==> src/rtl/muldiv_unit.sv <==
// Iterative RV64M multiply/divide unit: one shift-add or restoring-subtract step per clock.
module muldiv_unit #(
   parameter int unsigned XLEN = 64
) (
   input  logic            clk,
   input  logic            reset,
   input  logic            start,
   input  logic [2:0]      op,
   input  logic            word,
   input  logic [XLEN-1:0] rs1_data,
   input  logic [XLEN-1:0] rs2_data,
   input  logic [4:0]      rd_in,
   output logic            busy,
   output logic            done,
   output logic [XLEN-1:0] result,
   output logic [4:0]      rd_out
);

   localparam int unsigned CW = $clog2(XLEN);
   localparam int unsigned PW = 2 * XLEN;

   typedef enum logic [1:0] {S_IDLE, S_PREP, S_CALC, S_FIN} state_t;

   state_t            state_q, state_d;
   logic              busy_q, busy_d;
   logic              done_q, done_d;
   logic [XLEN-1:0]   result_q, result_d;
   logic [4:0]        rd_out_q, rd_out_d;
   logic [2:0]        op_q, op_d;
   logic              word_q, word_d;
   logic [XLEN-1:0]   a_q, a_d;
   logic [XLEN-1:0]   b_q, b_d;
   logic [4:0]        rd_q, rd_d;
   logic [PW-1:0]     acc_q, acc_d;   // product accumulator / remainder in [XLEN-1:0]
   logic [PW-1:0]     x_q, x_d;       // shifted multiplicand / divisor in [XLEN-1:0]
   logic [XLEN-1:0]   y_q, y_d;       // multiplier / dividend shifting into quotient
   logic              neg_q, neg_d;   // product or quotient must be negated
   logic              rneg_q, rneg_d; // remainder takes dividend sign
   logic [CW-1:0]     cnt_q, cnt_d;

   logic              is_div, signed_a, signed_b, neg_a, neg_b;
   logic              illegal, div_zero, ovf;
   logic [XLEN-1:0]   ext_a, ext_b, mag_a, mag_b, min_neg;
   logic [XLEN:0]     trial, diff;
   logic              ge;
   logic [PW-1:0]     prod;
   logic [XLEN-1:0]   quo, rem, dres;

   function automatic logic [XLEN-1:0] sext32(input logic [XLEN-1:0] v);
      return {{(XLEN-32){v[31]}}, v[31:0]};
   endfunction

   // Operand conditioning and special-case detection on the latched request.
   always_comb begin
      is_div   = op_q[2];
      signed_a = (op_q != 3'd3) && (op_q != 3'd5) && (op_q != 3'd7);
      signed_b = signed_a && (op_q != 3'd2);
      ext_a    = word_q ? (signed_a ? sext32(a_q) : {{(XLEN-32){1'b0}}, a_q[31:0]}) : a_q;
      ext_b    = word_q ? (signed_b ? sext32(b_q) : {{(XLEN-32){1'b0}}, b_q[31:0]}) : b_q;
      neg_a    = signed_a && ext_a[XLEN-1];
      neg_b    = signed_b && ext_b[XLEN-1];
      mag_a    = neg_a ? -ext_a : ext_a;
      mag_b    = neg_b ? -ext_b : ext_b;
      min_neg  = word_q ? {{(XLEN-31){1'b1}}, 31'd0} : {1'b1, {(XLEN-1){1'b0}}};
      illegal  = word_q && !is_div && (op_q != 3'd0);
      div_zero = is_div && (ext_b == '0);
      ovf      = is_div && signed_b && (ext_a == min_neg) && (ext_b == '1);
   end

   // Restoring-division trial subtract and final sign correction.
   always_comb begin
      trial = {acc_q[XLEN-1:0], y_q[XLEN-1]};
      diff  = trial - {1'b0, x_q[XLEN-1:0]};
      ge    = (trial >= {1'b0, x_q[XLEN-1:0]});
      prod  = neg_q ? -acc_q : acc_q;
      quo   = neg_q ? -y_q : y_q;
      rem   = rneg_q ? -acc_q[XLEN-1:0] : acc_q[XLEN-1:0];
      dres  = op_q[1] ? rem : quo;
   end

   // Next-state, datapath and output logic.
   always_comb begin
      state_d  = state_q;
      busy_d   = busy_q;
      done_d   = 1'b0;
      result_d = result_q;
      rd_out_d = rd_out_q;
      op_d     = op_q;
      word_d   = word_q;
      a_d      = a_q;
      b_d      = b_q;
      rd_d     = rd_q;
      acc_d    = acc_q;
      x_d      = x_q;
      y_d      = y_q;
      neg_d    = neg_q;
      rneg_d   = rneg_q;
      cnt_d    = cnt_q;

      case (state_q)
         S_IDLE: begin
            if (start) begin
               op_d    = op;
               word_d  = word;
               a_d     = rs1_data;
               b_d     = rs2_data;
               rd_d    = rd_in;
               state_d = S_PREP;
            end
         end
         S_PREP: begin
            if (illegal || div_zero || ovf) begin
               done_d   = 1'b1;
               rd_out_d = rd_q;
               state_d  = S_IDLE;
               if (illegal)
                  result_d = '0;
               else if (div_zero)
                  result_d = op_q[1] ? (word_q ? sext32(a_q) : a_q) : '1;
               else
                  result_d = op_q[1] ? '0 : ext_a;
            end else begin
               acc_d   = '0;
               x_d     = {{XLEN{1'b0}}, is_div ? mag_b : mag_a};
               y_d     = is_div ? (word_q ? (mag_a << 32) : mag_a) : mag_b;
               neg_d   = neg_a ^ neg_b;
               rneg_d  = neg_a;
               cnt_d   = word_q ? CW'(31) : CW'(XLEN-1);
               state_d = S_CALC;
            end
         end
         S_CALC: begin
            if (!is_div) begin
               if (y_q[0])
                  acc_d = acc_q + x_q;
               x_d = x_q << 1;
               y_d = y_q >> 1;
            end else begin
               acc_d = {{XLEN{1'b0}}, ge ? diff[XLEN-1:0] : trial[XLEN-1:0]};
               y_d   = {y_q[XLEN-2:0], ge};
            end
            if (cnt_q == '0)
               state_d = S_FIN;
            else
               cnt_d = cnt_q - CW'(1);
         end
         S_FIN: begin
            done_d   = 1'b1;
            rd_out_d = rd_q;
            state_d  = S_IDLE;
            if (is_div)
               result_d = word_q ? sext32(dres) : dres;
            else if (op_q == 3'd0)
               result_d = word_q ? sext32(prod[XLEN-1:0]) : prod[XLEN-1:0];
            else
               result_d = prod[PW-1:XLEN];
         end
         default: state_d = S_IDLE;
      endcase

      busy_d = (state_d != S_IDLE);
   end

   // State and datapath registers; reset discards any in-flight operation.
   always_ff @(posedge clk or posedge reset) begin
      if (reset) begin
         state_q  <= S_IDLE;
         busy_q   <= 1'b0;
         done_q   <= 1'b0;
         result_q <= '0;
         rd_out_q <= '0;
         op_q     <= '0;
         word_q   <= 1'b0;
         a_q      <= '0;
         b_q      <= '0;
         rd_q     <= '0;
         acc_q    <= '0;
         x_q      <= '0;
         y_q      <= '0;
         neg_q    <= 1'b0;
         rneg_q   <= 1'b0;
         cnt_q    <= '0;
      end else begin
         state_q  <= state_d;
         busy_q   <= busy_d;
         done_q   <= done_d;
         result_q <= result_d;
         rd_out_q <= rd_out_d;
         op_q     <= op_d;
         word_q   <= word_d;
         a_q      <= a_d;
         b_q      <= b_d;
         rd_q     <= rd_d;
         acc_q    <= acc_d;
         x_q      <= x_d;
         y_q      <= y_d;
         neg_q    <= neg_d;
         rneg_q   <= rneg_d;
         cnt_q    <= cnt_d;
      end
   end

   assign busy   = busy_q;
   assign done   = done_q;
   assign result = result_q;
   assign rd_out = rd_out_q;

endmodule

==> config.mk <==
export PLATFORM = sky130hd
export DESIGN_NAME = muldiv_unit
export DESIGN_NICKNAME = d
export VERILOG_FILES = /design/src/rtl/muldiv_unit.sv
export SDC_FILE = /design/constraint.sdc
export NUM_CORES = 2
export LEC_CHECK = 0
export ABC_AREA = 0
export CAP_MARGIN = 10
export CORE_ASPECT_RATIO = 1.25
export CORE_MARGIN = 3
export CORE_UTILIZATION = 30
export CTS_CLUSTER_SIZE = 28
export DETAILED_ROUTE_END_ITERATION = 10
export PLACE_DENSITY_LB_ADDON = 0.05
export SLEW_MARGIN = 25
export SYNTH_ARGS = -nofsm -noshare
export SYNTH_HDL_FRONTEND = slang
export SYNTH_SLANG_ARGS = --single-unit
==> constraint.sdc <==
create_clock -name clk -period 18.3 [get_ports clk]
set_input_delay 1.83 -clock clk [delete_from_list [all_inputs] [get_ports clk]]
set_output_delay 1.83 -clock clk [all_outputs]
set_load 0.02 [all_outputs]
======== Word-level counts from Yosys, hierarchy flattened ========
Cells that the tools add are included.
operators by class
  add/sub/neg operators ................... 8
  magnitude comparators ................... 1
  equal/unequal tests ..................... 14
  multiplexer cells ....................... 48
  bitwise logic cells ..................... 2
  reduce and logical (&&, ||, !) cells .... 29
operators with widths
  kind                                                            number
  64-bit 2-to-1 mux                                               25
  128-bit 2-to-1 mux                                              6
  128-bit case mux with 2 select lines                            2
  64-bit negator                                                  4
  64-bit case mux with 2 select lines                             2
  128-bit adder                                                   1
  128-bit negator                                                 1
  65-bit by 64-bit greater-or-equal comparator with 1-bit output  1
  64-bit equality test                                            1
  64-bit equality test (second input constant)                    1
  64-bit zero test                                                1
  64-bit subtractor                                               1
  63-bit 2-to-1 mux                                               1
  6-bit 2-to-1 mux                                                3
  6-bit case mux with 2 select lines                              1
  1-bit logical AND                                               11
  5-bit case mux with 2 select lines                              1
  3-bit != test (second input constant)                           3
  3-bit AND reduction                                             3
  2-bit != test (second input constant)                           4
  2-bit case mux with 4 select lines                              1
  2-bit AND reduction                                             4
  6-bit zero test                                                 1
  2-bit 2-to-1 mux                                                3
  15 further kinds                                                20
word-level totals
  flip-flop bits (word level) ............. 538
  word-level logic and storage cells ...... 118

======== Logic depth before layout (Yosys ltp) ========
  word-level depth ........................ 13
  gate-level depth with buffers ........... 17
  mapped depth without buffers ............ 16

======== Worst setup path before layout ========
OpenSTA, ideal clock, no wires.
  path type ............................... register to register
  start point ............................. register acc_q[15]
  end point ............................... register acc_q[113]
  arrival time ............................ 3.756 ns
  required time ........................... 18.217 ns
  slack ................................... 14.462 ns
  stages on the path, launching flop included .. 15
  clock period less this slack ............ 3.838 ns
  cell sequence ........................... dfrtp_1 > ha_1 > clkbuf_1 > nand2_1 > o21ai_0 > a21oi_1 > o311ai_0 > o21ai_0 > a2111oi_0 > o211ai_1 > a2111oi_0 > or2_2 > a41oi_1 > xor2_1 > o21ai_0
on the way
  word-level cells in the longest chain between the ends .. 4
RTL lines
  element                               line  source
  start: declaration                    34    logic [PW-1:0] acc_q, acc_d;
  start signal: assignment              177   acc_q <= '0;
  start signal: assignment              194   acc_q <= acc_d;
  128-bit adder                         135   acc_d = acc_q + x_q;
  128-bit 2-to-1 mux                    134   if (y_q[0])
  128-bit 2-to-1 mux                    133   if (!is_div) begin
  128-bit case mux with 2 select lines  100   case (state_q)
Every way passes these cells. The select of a mux whose other input is x is not followed.
A chain may end at the register's enable or synchronous reset.

======== Worst setup path in the final report ========
  start point ............................. register word_q
  end point ............................... register acc_q[62]
on the way
  word-level cells in the longest chain between the ends .. 7
  elaborated cells on any way between the ends .. 15
  classes of those cells .................. eq/ne: 3; mux: 3; reduce/logical: 9
RTL lines
  element                                                   line     source
  start: declaration                                        30       logic word_q, word_d;
  start signal: assignment                                  190      word_q <= word_d;
  64-bit 2-to-1 mux, or another cell as far along           58       ext_a = word_q ? (signed_a ? sext32(a_q) : {{(XLEN-32){1'b0}}, a_q[31:0]}) : a_q;
  64-bit equality test or 64-bit zero test (tied branches)  67, 66
  1-bit logical AND, on equally long branches               67, 66
  1-bit logical AND or 1-bit logical OR (tied branches)     67, 112
  1-bit logical OR (*)                                      112      if (illegal || div_zero || ovf) begin
  2-bit != test (no source line) (*)                        n/a
  3-bit AND reduction (no source line) (*)                  n/a
Every way passes the cells marked *; elsewhere a longest branch is shown, timed or not.

==> impl_metrics.yaml <==
outcome:
  status: "finished, final reports clean"
placed_design:
  place_area_um2: 51000
  dp_slack_ns: 11.89
  io_buffers: 210
  hpwl_um: 185000
  place_congestion: 0.962
logic_synthesis:
  synthFlopType: "dfrtp_1"
  synth_top_family_by_area: "compound AO/OA/AOI/OAI gates"
  synth_area_um2: 47000
  yosys.area_share.simple_pct: 18.3
  synth_edf_count: 0
  yosysWarnings: 0
  synthMuxAreaShare_pct: 6.29
  synth_cells: 5955
  synth_nets: 6299
  synth_xor_area_share_pct: 9.79
  synth_top_area_share_pct: 28.6
  synth_fa_ha_area_share_pct: 5.48
  syn_area_per_cell_um2: 7.90
  synth_seq_cells: 538
  seq_area_frac_synth_pct: 28.6
  synth_area_leaders: "dfrtp_1, o21ai_0, a21oi_1"
  synth_compound_area_share_pct: 26.9
  yosys.area.top_type: "dfrtp_1"
  async_reset_ff_share_pct: 100
  synth_cell_type_count: 90
flow_run:
  drv_cap: 0
power:
  seqPwrFrac_pct: 41.9
  switching_power_uw: 677
  power.leakage_nw: 23.4
  p_int_mw: 2.16
  p_comb_share_pct: 2.1
  ir_worst_vdd_v: 0.0000671
  power.total_mw: 2.84
  clockPowerShare_pct: 56.0
  netSwitchingFraction_pct: 23.8
  powerDensity_nw_per_um2: 53.0
global_route:
  antenna_found_initial: 6
  overflow: 0
  grt_use_total_pct: 28.3
  grt_pass1_vias: 45199
  grt_pass1_wl_um: 338000
  grt_max_degree: 143
sta:
  maxSlewViolCount: 0
  setup-tns-final_ns: 0
  slew_headroom_pct: 16.4
  fin_skew_ns: 0.0526
  hold_viol: 0
  setup-violations-final: 0
  max_freq_mhz: 153
  grt_setup_unrepaired: "false"
  finalWorstPathRequiredPeriod_ns: 6.52
  tightest_slew_ns: 1.24
  layout_setup_ws_ns: 11.78
  finalCritPeriodShare_pct: 35.6
clock_tree:
  cts_setup_buffers: 0
  cts_buffers: 71
  cts_max_path_buffers: 3
  cts_tree: "done"
  h-tree-depth: 3
  ctsResizeCount: 0
  clk_pin_slew_ns: 0.06
  clock-sinks: 538
  worstSkewPairLatency_ns: 0.73
  postCtsHoldBufs: 0
  clock-root-buffer: "clkbuf_16"
final_layout:
  drive_gt1_share_pct: 8.62
  final_area_um2: 53600
  seq_area_um2: 13500
  post-route-util_pct: 34.6
  fillCellCount: 16451
  areaGrowthSynthToFinish_pct: 13.9
  layout.nets: 6250
  multi_input_area_um2: 31600
die:
  coreArea_um2: 155000
  fp.dieW_um: 360
  start_util_pct: 30.4
  rows: 161
  io_pins: 211
  die_y_um: 449
  die-area_um2: 162000
drt:
  wl_um: 238000
  vias_per_cell: 5.88
  wl_per_cell_um: 29.7
  ant_nets: 0
  drtIter0Drc: 4532
  vias: 47090
  firstDrtPassIters: 6
  drc: 0
critical_path:
  worstPathCellList: "buf_12 > clkinv_1 > buf_4 > nand2_1 > nor2_1 > a31oi_1 > or4_1 > nand4_1 > a21boi_4 > buf_4 > o21bai_4 > buf_4 > nor2_4 > buf_4 > a222oi_1 > a311oi_1"
  worst_setup_path_start_kind: "flip-flop"
  path_common_cell: "buf_4"
  cp_max_fo: 140
  max_stage_delay_ns: 0.79
  crit_path_end_kind: "flip-flop"
  cp_top_family: "buffers and inverters"
  critPathKind: "reg -> reg"
  worst-endpoint-arrival_ns: 7.12
  critPathBufInv: 6
  cp_slowest_cell: "nor2_4"
  required_ns: 18.90
min_path:
  hp-class: "reg -> reg"
-- sequential cells by signal, indices dropped and copies added, names as in the netlist, 3 cells and up --
register	count
b_q	64
rd_q	5
acc_q	128
rd_out	5
a_q	64
x_q	128
op_q	3
cnt_q	6
y_q	64
result	64
-- worst paths after layout --
kind / start / endpoint / slack, ns / cells after the start
max in group asynchronous: reset / acc_q[96] / 14.35 / 4
min in group asynchronous: reset / b_q[1] / 1.70 / 2
worst max-delay path: word_q / acc_q[62] / 11.78 / 16
worst min register to register: rd_q[2] / rd_out[2] / 0.46 / 2
worst max register to register: word_q / acc_q[62] / 11.78 / 16
worst min-delay path: rd_q[2] / rd_out[2] / 0.46 / 2
-- layout by cell type (no fill, tap or decap), drive strengths merged, types with 37 or more instances in the layout --
master / n
a211oi: 115
a21o: 100
a21oi: 557
a22o: 77
a22oi: 47
buf: 99
clkbuf: 95
clkdlybuf4s50: 210
dfrtp: 538
ha: 202
inv: 139
mux2: 180
mux2i: 37
nand2: 702
nand3: 77
nand4: 83
nor2: 484
nor3: 128
nor4: 54
o21ai: 629
o21bai: 40
o31ai: 93
o41ai: 43
or3: 84
or4: 49
xnor2: 277
xor2: 249
-- final cells by class --
class	count	share of cell area [%]
Multi-Input combinational cell	4850	58.9
Sequential cell	538	25.2
Timing Repair Buffer	309	5.39
Tap cell	2037	4.76
Clock buffer	95	3.75
Clock inverter	35	1.02
Inverter	136	0.969
Antenna cell	3	0.0140
-- routing by layer --
layer / GRT usage, % / part of all wire (%) / vias up
li1: - / - / 21631
met1: 35.9 / 42 / 23412
met2: 46.8 / 47 / 1670
met3: 3.44 / 5.1 / 371
met4: 15.6 / 6.2 / 6
met5: 0 / 0.016 / -
-- worst min-delay path, cell delays in order (launching register included) --
cell	delay, ns
dfrtp_1	0.34
nand2_1	0.05
nand2_1	0.05
-- power by group through the flow --
stage,Combinational [mW],Clock (mW),Sequential (mW)
6_report,0.0603,1.59,1.19
5_1_grt,0.0667,1.67,1.19
4_1_cts,0.0630,1.63,1.19
3_5_place_dp,0.0624,0,1.21
3_3_place_gp,0.0633,0,1.21
2_1_floorplan,0.0175,0,1.21
-- metrics by stage --
step	hold slack, ns	instances
floorplan	0.433	5955
global placement	0.439	7870
detailed placement	0.450	7870
CTS	0.465	8000
global route	0.497	8000
finish	0.462	8003
-- cell usage after synthesis, drive strengths merged (54+ instances only) --
cell type,n
buf,62
inv,134
nand2,702
ha,202
xor2,249
a21o,100
clkbuf,369
o31ai,93
or3,84
mux2,180
a21oi,557
nor3,128
nor4,54
o21ai,629
xnor2,277
dfrtp,538
nand3,77
nand4,83
nor2,484
a22o,77
a211oi,115
-- kinds of logic (layout without fill, tap and decap cells) --
group	after synthesis	count (layout)
AO/OA/AOI/OAI	2026	2026
AND/OR/NAND/NOR	1851	1851
buffers and inverters	567	575
flip-flops	538	538
XOR/XNOR	526	526
multiplexers	242	242
adder cells (fa/ha/maj)	205	205
other	0	3
Note: power is estimated with default switching activity, not from simulation.
